[config.mk]
export PLATFORM = sky130hd
export DESIGN_NAME = cordic_ci_master_flat
export DESIGN_NICKNAME = d
export VERILOG_FILES = /design/src/rtl/cordic_ci_master_if.sv /design/src/rtl/cordic_ci_master.sv /design/src/flat_wrapper.sv
export SDC_FILE = /design/constraint.sdc
export NUM_CORES = 1
export LEC_CHECK = 0
export BUFFER_PORTS_ARGS = -buffer_cell sky130_fd_sc_hd__buf_2
export CAP_MARGIN = 20
export CORE_MARGIN = 2
export CORE_UTILIZATION = 49
export CTS_BUF_LIST = sky130_fd_sc_hd__clkbuf_16
export DETAILED_ROUTE_END_ITERATION = 6
export GPL_ROUTABILITY_DRIVEN = 0
export GPL_TIMING_DRIVEN = 0
export PLACE_DENSITY = 0.75
export SLEW_MARGIN = 5
export SYNTH_ARGS = -nofsm -noshare
export SYNTH_HDL_FRONTEND = slang
export SYNTH_SLANG_ARGS = --single-unit
[constraint.sdc]
create_clock -name clock -period 2.47 [get_ports clock]
set_clock_uncertainty 0.2 [all_clocks]
set_input_delay 0.494 -clock clock [delete_from_list [all_inputs] [get_ports clock]]
set_output_delay 0.494 -clock clock [all_outputs]
set_load 0.01 [all_outputs]
[src/rtl/cordic_ci_master_if.sv]
// Operand stream, result stream and custom-instruction slave signals of cordic_ci_master.
interface cordic_ci_master_if;
  logic        in_valid;
  logic        in_ready;
  logic [31:0] in_data;
  logic        out_valid;
  logic        out_ready;
  logic [31:0] out_data;
  logic        out_timeout;
  logic        ci_aclr;
  logic        ci_clk_en;
  logic        ci_start;
  logic [31:0] ci_dataa;
  logic [31:0] ci_result;
  logic        ci_done;

  modport master (
    input  in_valid, in_data, out_ready, ci_result, ci_done,
    output in_ready, out_valid, out_data, out_timeout, ci_aclr, ci_clk_en, ci_start, ci_dataa
  );

  modport slave (
    output in_valid, in_data, out_ready, ci_result, ci_done,
    input  in_ready, out_valid, out_data, out_timeout, ci_aclr, ci_clk_en, ci_start, ci_dataa
  );
endinterface

[src/rtl/cordic_ci_master.sv]
// Stream-fed initiator for the variable-latency cordic custom-instruction slave.
// One transaction outstanding; results (or timeout markers) land in a FWFT FIFO.
module cordic_ci_master #(
  parameter int unsigned FIFO_DEPTH     = 4,
  parameter int unsigned TIMEOUT_CYCLES = 64
) (
  input  logic               clock,
  input  logic               aclr_n,
  cordic_ci_master_if.master bus,
  output logic [15:0]        txn_count
);
  localparam int unsigned PtrW = (FIFO_DEPTH > 1) ? $clog2(FIFO_DEPTH) : 1;
  localparam int unsigned CntW = $clog2(FIFO_DEPTH + 1);
  localparam int unsigned TmrW = $clog2(TIMEOUT_CYCLES);
  localparam logic [TmrW-1:0] TmrLast = TmrW'(TIMEOUT_CYCLES - 1);
  localparam logic [CntW-1:0] CntFull = CntW'(FIFO_DEPTH);

  typedef enum logic [1:0] {StIdle, StIssue, StWait} state_e;

  state_e          state_q, state_d;
  logic [31:0]     operand_q, operand_d;
  logic [TmrW-1:0] timer_q, timer_d;
  logic [15:0]     txn_q, txn_d;

  logic [31:0]           fifo_data_q [FIFO_DEPTH];
  logic [FIFO_DEPTH-1:0] fifo_to_q;
  logic [PtrW-1:0]       wr_ptr_q, rd_ptr_q;
  logic [CntW-1:0]       count_q;

  logic accept, finish, push_to, pop;

  assign accept  = bus.in_valid && bus.in_ready;
  // ci_done is ignored in StIssue: the slave may still show done from the previous op.
  assign finish  = (state_q == StWait) && (bus.ci_done || (timer_q == TmrLast));
  // Done wins over a coincident timeout.
  assign push_to = !bus.ci_done;
  assign pop     = (count_q != '0) && bus.out_ready;

  assign txn_count = txn_q;

  // State and transaction registers.
  always_ff @(posedge clock) begin
    if (!aclr_n) begin
      state_q   <= StIdle;
      operand_q <= '0;
      timer_q   <= '0;
      txn_q     <= '0;
    end else begin
      state_q   <= state_d;
      operand_q <= operand_d;
      timer_q   <= timer_d;
      txn_q     <= txn_d;
    end
  end

  // Next-state: IDLE -> ISSUE -> WAIT -> IDLE.
  always_comb begin
    state_d   = state_q;
    operand_d = operand_q;
    timer_d   = timer_q;
    txn_d     = txn_q;
    unique case (state_q)
      StIdle: begin
        if (accept) begin
          operand_d = bus.in_data;
          state_d   = StIssue;
        end
      end
      StIssue: begin
        timer_d = '0;
        state_d = StWait;
      end
      StWait: begin
        timer_d = timer_q + 1'b1;
        if (finish) begin
          txn_d   = txn_q + 16'd1;
          state_d = StIdle;
        end
      end
      default: state_d = StIdle;
    endcase
  end

  // State-decoded outputs; acceptance only when a FIFO slot is free for the result.
  always_comb begin
    bus.in_ready    = aclr_n && (state_q == StIdle) && (count_q != CntFull);
    bus.ci_start    = (state_q == StIssue);
    bus.ci_clk_en   = (state_q != StIdle);
    bus.ci_dataa    = operand_q;
    bus.ci_aclr     = !aclr_n;
    bus.out_valid   = (count_q != '0);
    bus.out_data    = fifo_data_q[rd_ptr_q];
    bus.out_timeout = fifo_to_q[rd_ptr_q];
  end

  // FIFO pointers, occupancy and timeout flags.
  always_ff @(posedge clock) begin
    if (!aclr_n) begin
      wr_ptr_q  <= '0;
      rd_ptr_q  <= '0;
      count_q   <= '0;
      fifo_to_q <= '0;
    end else begin
      if (finish) begin
        fifo_to_q[wr_ptr_q] <= push_to;
        wr_ptr_q            <= wr_ptr_q + 1'b1;
      end
      if (pop) begin
        rd_ptr_q <= rd_ptr_q + 1'b1;
      end
      if (finish && !pop) begin
        count_q <= count_q + 1'b1;
      end else if (pop && !finish) begin
        count_q <= count_q - 1'b1;
      end
    end
  end

  // FIFO payload storage; needs no reset since occupancy gates visibility.
  always_ff @(posedge clock) begin
    if (finish) begin
      fifo_data_q[wr_ptr_q] <= push_to ? 32'h0 : bus.ci_result;
    end
  end
endmodule

[src/flat_wrapper.sv]
// flat-port wrapper written by rule: the top's interface ports become plain ports
module cordic_ci_master_flat 
#(
  parameter int unsigned FIFO_DEPTH     = 4,
  parameter int unsigned TIMEOUT_CYCLES = 64
)
  (clock, aclr_n, txn_count, bus_in_valid, bus_in_data, bus_out_ready, bus_ci_result, bus_ci_done, bus_in_ready, bus_out_valid, bus_out_data, bus_out_timeout, bus_ci_aclr, bus_ci_clk_en, bus_ci_start, bus_ci_dataa);
  cordic_ci_master_if bus_i ();
  input  logic clock;
  input  logic aclr_n;
  output logic [15:0] txn_count;
  input wire logic [$bits(bus_i.in_valid)-1:0] bus_in_valid;
  input wire logic [$bits(bus_i.in_data)-1:0] bus_in_data;
  input wire logic [$bits(bus_i.out_ready)-1:0] bus_out_ready;
  input wire logic [$bits(bus_i.ci_result)-1:0] bus_ci_result;
  input wire logic [$bits(bus_i.ci_done)-1:0] bus_ci_done;
  output wire logic [$bits(bus_i.in_ready)-1:0] bus_in_ready;
  output wire logic [$bits(bus_i.out_valid)-1:0] bus_out_valid;
  output wire logic [$bits(bus_i.out_data)-1:0] bus_out_data;
  output wire logic [$bits(bus_i.out_timeout)-1:0] bus_out_timeout;
  output wire logic [$bits(bus_i.ci_aclr)-1:0] bus_ci_aclr;
  output wire logic [$bits(bus_i.ci_clk_en)-1:0] bus_ci_clk_en;
  output wire logic [$bits(bus_i.ci_start)-1:0] bus_ci_start;
  output wire logic [$bits(bus_i.ci_dataa)-1:0] bus_ci_dataa;
  assign bus_i.in_valid = bus_in_valid;
  assign bus_i.in_data = bus_in_data;
  assign bus_i.out_ready = bus_out_ready;
  assign bus_i.ci_result = bus_ci_result;
  assign bus_i.ci_done = bus_ci_done;
  assign bus_in_ready = bus_i.in_ready;
  assign bus_out_valid = bus_i.out_valid;
  assign bus_out_data = bus_i.out_data;
  assign bus_out_timeout = bus_i.out_timeout;
  assign bus_ci_aclr = bus_i.ci_aclr;
  assign bus_ci_clk_en = bus_i.ci_clk_en;
  assign bus_ci_start = bus_i.ci_start;
  assign bus_ci_dataa = bus_i.ci_dataa;
  cordic_ci_master #(.FIFO_DEPTH(FIFO_DEPTH), .TIMEOUT_CYCLES(TIMEOUT_CYCLES)) u_core (.clock(clock), .aclr_n(aclr_n), .bus(bus_i), .txn_count(txn_count));
endmodule
== After elaboration in Yosys (flattened, before gate mapping) ==
Memories as Yosys holds them, arrays and structs flattened. A register that Yosys moved wholly into a read port is not among the register bits.
Cells that the tools add are included.

* Bits in registers: 67
* Bits in writable memories: 128
* Logic and storage cells: 61
* Memories: 1
* Input port bits: 69
* Output and inout bits: 86

{| class="wikitable"
|+ Memory list
! name !! depth !! width !! rd ports !! clocked after memory_dff !! wr ports !! line !! RTL
|-
| u_core.fifo_data_q || 4 || 32 || 1 || 1 || 1 || cordic_ci_master.sv:25 || <nowiki>logic [31:0] fifo_data_q [FIFO_DEPTH];</nowiki>
|}

* Reductions and logical operators: 21
* Mux-type cells: 16
* Equality and inequality tests: 6
* Order comparisons: 3
* Add/subtract/negate cells: 6

{| class="wikitable"
|+ Operators by type and width
! operator !! number
|-
| 32-bit 2-to-1 mux || 1
|-
| 16-bit by 1-bit adder with 16-bit output (second input constant) || 1
|-
| 6-bit case mux with 2 select lines || 1
|-
| 1-bit logical AND || 8
|-
| 2-bit 2-to-1 mux || 4
|-
| 6-bit by 1-bit adder with 6-bit output (second input constant) || 1
|-
| 6-bit equality test (second input constant) || 1
|-
| 2-bit by 3-bit < comparator with 1-bit output (second input constant) || 2
|-
| 3-bit 2-to-1 mux || 2
|-
| 2-bit case mux with 3 select lines || 1
|-
| 2-bit AND reduction || 3
|-
| 2-bit nonzero test || 3
|-
| 2-bit by 1-bit adder with 2-bit output (second input constant) || 2
|-
| 4-bit bitwise mux || 1
|-
| 1-bit zero test || 4
|-
| 1-bit 2-to-1 mux || 4
|-
| 2-bit by 1-bit != test with 1-bit output (second input constant) || 2
|-
| 3-bit by 1-bit adder with 3-bit output (second input constant) || 1
|-
| 3-bit != test (second input constant) || 1
|-
| 3-bit nonzero test || 1
|-
| 3-bit by 1-bit subtractor with 3-bit output (second input constant) || 1
|-
| 1-bit binary-select mux with 2-bit select || 1
|-
| 1-bit demux with 2-bit select || 1
|-
| 2-bit by 1-bit equality test with 1-bit output (second input constant) || 1
|-
| other kinds (4) || 4
|}

== Longest topological paths before layout ==
* Word-level depth: 7
* Depth in mapped cells: 13
* Depth with buffers taken out: 11

== Worst setup path after synthesis ==
No wires, ideal clock.

* Path type: register to register
* Start: reg u_core.state_q[0]
* End: reg u_core.count_q[2]
* Library setup time: 0.070 ns
* Cell stages (with the launch flop): 14
* Arrival: 2.459 ns
* Buffers on the path: 2
* Period minus slack after synthesis: 2.730 ns
* Slack: -0.260 ns
* Required time: 2.200 ns
* Cell sequence: dfxtp_1 > inv_1 > ha_1 > buf_4 > nand4_2 > o21a_1 > buf_2 > clkinv_1 > ha_1 > inv_1 > fa_1 > xor2_1 > or3_1 > a21oi_1

* Word-level cells in the longest chain between the ends: 5
* Elaborated cells on any way between the ends: 7
* Classes of those cells: eq/ne (1); mux (1); reduce/logical (5)

{| class="wikitable"
|+ RTL lines
! element !! line !! RTL
|-
| start: declaration || cordic_ci_master.sv:20 || <nowiki>state_e state_q, state_d;</nowiki>
|-
| start signal: assignment || cordic_ci_master.sv:44 || <nowiki>state_q <= StIdle;</nowiki>
|-
| start signal: assignment || cordic_ci_master.sv:49 || <nowiki>state_q <= state_d;</nowiki>
|-
| 2-bit equality test (*) || cordic_ci_master.sv:34 || <nowiki>assign finish = (state_q == StWait) && (bus.ci_done || (timer_q == TmrLast));</nowiki>
|-
| 1-bit logical AND (*) || cordic_ci_master.sv:34 ||
|-
| via u_core.finish || cordic_ci_master.sv:30 || <nowiki>logic accept, finish, push_to, pop;</nowiki>
|-
| 1-bit zero test || cordic_ci_master.sv:113 || <nowiki>end else if (pop && !finish) begin</nowiki>
|-
| 1-bit logical AND || cordic_ci_master.sv:113 ||
|-
| 2-bit nonzero test (no line) || n/a ||
|-
| end signal: assignment || cordic_ci_master.sv:112 || <nowiki>count_q <= count_q + 1'b1;</nowiki>
|-
| end signal: assignment || cordic_ci_master.sv:114 || <nowiki>count_q <= count_q - 1'b1;</nowiki>
|-
| end: declaration || cordic_ci_master.sv:28 || <nowiki>logic [CntW-1:0] count_q;</nowiki>
|}

Mark *: on every way through the listed nets, which the timed path passes. The rest lies on a longest branch.
A chain may end at the register's enable or synchronous reset.

== Worst setup path in the final report ==
* Start: reg u_core.timer_q[0]
* End: reg u_core.count_q[2]

* Word-level cells in the longest chain between the ends: 6
* Elaborated cells on any way between the ends: 8
* Classes of those cells: eq/ne (1); mux (1); reduce/logical (6)

{| class="wikitable"
|+ RTL lines
! element !! line !! RTL
|-
| start: declaration || cordic_ci_master.sv:22 || <nowiki>logic [TmrW-1:0] timer_q, timer_d;</nowiki>
|-
| start signal: assignment || cordic_ci_master.sv:51 || <nowiki>timer_q <= timer_d;</nowiki>
|-
| 6-bit equality test (*) || cordic_ci_master.sv:34 ||
|-
| 1-bit logical OR (*) || cordic_ci_master.sv:34 ||
|-
| 1-bit logical AND (*) || cordic_ci_master.sv:34 ||
|-
| via u_core.finish || cordic_ci_master.sv:30 ||
|-
| 1-bit zero test || cordic_ci_master.sv:113 ||
|-
| 1-bit logical AND || cordic_ci_master.sv:113 ||
|-
| 2-bit nonzero test (no line) || n/a ||
|}

Marks and branches as above.

==> impl_metrics.ini <==
[layout]
layout.nets = 807
synthToLayoutAreaGrowth_pct = 23.7
insertedDiodeCount = 0
drive_above_1_share_pct = 35.3

[clock_network]
clkSinkCount = 197
insertion_delay_ns = 0.43
cts-htree-levels = 4
cts_hold_buf = 0
cts_buffer_depth = 2
cts-root-buf = clkbuf_16
cts_buffers = 17
cts_tree = built
cts.clk_slew.worst_paths_ns = 0.07

[synthesis]
synth_top_area_cell = edfxtp_1
synth_flop_cell = edfxtp_1
synth_area_leaders = edfxtp_1, dfxtp_1, mux4_2
ys_warn_count = 0
syn_nets = 626
synth_top_area_share_pct = 49.8
ys_ff_latch = 197
synth.distinct_cells = 36
avgSynthCellArea_um2 = 14.2
synth-edff-count = 128
synthCells = 545
synthArstFlopShare_pct = 0
syn_area_mm2 = 0.00772
synth_common_cells = edfxtp_1, nand2_1, dfxtp_1, a21oi_1, and2_1
yosysMostFrequentCell = edfxtp_1
ys_seq_area_share_pct = 67.7

[power_and_ir_drop]
p_per_area_mw_per_mm2 = 828
p_leak_uw = 0.00354
peakVddDrop_mv = 0.523

[hold_path]
worstHoldPathCells = 3
hp-class = input port to flip-flop

[global_route]
overflow = 0
grt_pass1_vias = 5008
antenna_found_initial = 1
grt_usage_pct = 19.6
grt_max_degree = 33
grt_pass1_wl_mm = 25.1

[timing]
whs_ns = 0.0989
final-hold-violation-count = 0
fmax_ghz = 0.400
worst_slew_pin_slew_ns = 0.921
setup_violations = 1
min_period_ns = 2.50
relSlewSlack_pct = 38.6
worst_slack_ns = -0.0274
period_share_pct = 101
finalMaxSlewViolations = 0
rsz0062_at_grt = yes

[critical_path]
crit_buf_inv = 2
critical_path.startpoint = u_core.timer_q[0]
crit_path_end_kind = flip-flop
cp_common_cell = ha_4
cp_num_cells = 10
crit_type = flip-flop to flip-flop
r2r_end = u_core.count_q[2]
crit_end = u_core.count_q[2]
worstReg2RegStart = u_core.timer_q[0]
cp.required_ns = 2.62
cpMaxStageDelayCell = or3_1
worstPathMaxFanout = 7
critical-path-top-delay-family = adder cells
max_stage_delay_ns = 0.39
critPathLaunchType = flip-flop
r2r_slack_ns = -0.03
r2r_cells = 10
critical_path.cell_chain = ha_4 > nand4_4 > o21a_4 > clkinv_8 > ha_4 > inv_2 > fa_2 > xor2_2 > or3_1 > a21oi_2
cp.arrival_ns = 2.65

[floorplanning]
dieArea_mm2 = 0.0168
core-area_mm2 = 0.0153
die_height_um = 130
io_pins = 155
start_util_pct = 50.4
die_x_um = 130
num_rows = 45

[detailed_routing]
wl_met3_mm = 1.04
met2_length_mm = 8.00
wl_per_cell_um = 16.7
ant_nets = 0
drt_wl_total_mm = 15.9
vias = 5047
route.detailed.drc = 0
first_pass_iters = 5
highest_layer = met5
met1_length_mm = 6.66
first_iter_violations = 287
vias_per_cell = 5.31

[placed_design]
portBuffers = 153
hpwl_mm = 10.5
dp_slack_ns = -0.287

[run_status]
violations = setup timing
status = complete, but fails checks

[run]
max_cap_violations = 0
-- registers in the layout, summed over array words and instances (netlist names), named ones only --
| signal | flops |
|---|---|
| u_core.fifo_data_q | 128 |
| u_core.bus.ci_dataa | 32 |
| u_core.txn_count | 16 |
| u_core.timer_q | 6 |
| u_core.fifo_to_q | 4 |
| u_core.count_q | 3 |
| u_core.rd_ptr_q | 2 |
| u_core.state_q | 2 |
| u_core.wr_ptr_q | 2 |
-- power breakdown --
part / switching, uW / total [uW] / leakage [uW] / internal, uW
Combinational: 751 / 1430 / 0.00151 / 679
Sequential: 102 / 3770 / 0.00173 / 3670
Clock: 1210 / 2710 / 0.000290 / 1500
Total: 2060 / 7910 / 0.00354 / 5850
-- cell families (layout without fill, tap and decap cells) --
group	after synthesis	after routing	share of synthesized area (%)
flops	197	197	67.7
simple gates	169	169	11.0
compound gates	78	78	5.72
buf+inv	42	236	2.32
mux	37	37	10.1
fa+ha+maj	12	12	2.04
xor+xnor	10	10	1.13
-- cell usage in the layout (no fill, tap or decap), types with 5 or more instances in the layout --
master	n
nand4_1	7
and2_1	33
xor2_1	6
or4_1	10
nor2_1	13
a21oi_1	52
ha_1	8
clkbuf_16	17
dfxtp_1	64
nand2_1	78
buf_4	12
buf_2	159
mux4_2	33
or3_1	6
o31ai_1	10
o21ai_0	5
inv_1	8
clkbuf_1	17
edfxtp_1	128
nand3_1	7
-- per-layer routing --
layer	vias to the layer above	global-route usage (%)
met5	-	0
met4	2	6.20
met3	17	5.57
met2	181	32.8
met1	2458	24.9
li1	2389	-
-- what timing repair did --
action / in CTS / in global routing
buffers inserted: 5 / 7
resized for setup: 20 / 19
gates cloned: 0 / 0
endpoints found under the setup margin: 160 / 165
pin swaps: 2 / 7
-- worst register-to-register path: stages, from the launching register on --
cell and delay, ns:
dfxtp_2 0.38, ha_4 0.17, nand4_4 0.11, o21a_4 0.26, clkinv_8 0.07, ha_4 0.13, inv_2 0.04, fa_2 0.36
xor2_2 0.18, or3_1 0.39, a21oi_2 0.13
-- how the worst min path moves through the flow --
| stage | startpoint | to | slack, ns |
|---|---|---|---|
| 3_5_place_dp | u_core.bus.ci_dataa[26] | u_core.bus.ci_dataa[26] | 0.24 |
| 4_1_cts | bus_in_data[18] | u_core.bus.ci_dataa[18] | 0.08 |
| 6_report | bus_in_data[31] | u_core.bus.ci_dataa[31] | 0.1 |
| 5_1_grt | bus_in_data[25] | u_core.bus.ci_dataa[25] | 0.09 |
| 3_3_place_gp | u_core.bus.ci_dataa[9] | u_core.bus.ci_dataa[9] | 0.24 |
| 2_1_floorplan | u_core.state_q[1] | u_core.state_q[1] | 0.25 |
-- per-stage QoR --
step | area [um^2] | total power [uW] | TNS (ns) | instances | utilization (%)
3_3_place_gp | 8790 | 5110 | -29.91 | 909 | 57.4
6_report | 9560 | 7910 | -0.0274 | 950 | 62.4
5_1_grt | 9560 | 8260 | -0.112 | 950 | 62.4
3_5_place_dp | 8790 | 5160 | -30.66 | 909 | 57.4
2_1_floorplan | 7760 | 4690 | -0.109 | 545 | -
4_1_cts | 9450 | 7900 | 0 | 944 | 61.7
-- final cells by class --
type	count	area, um^2
clock buffers	17	425
well taps	211	264
fillers	1188	5760
repair buffers	165	856
inverters	10	50.0
flip-flops and latches	197	5230
clock inverters	15	153
plain buffers	29	178
multi-input cells	306	2400
(Power assumes the default switching activity.)
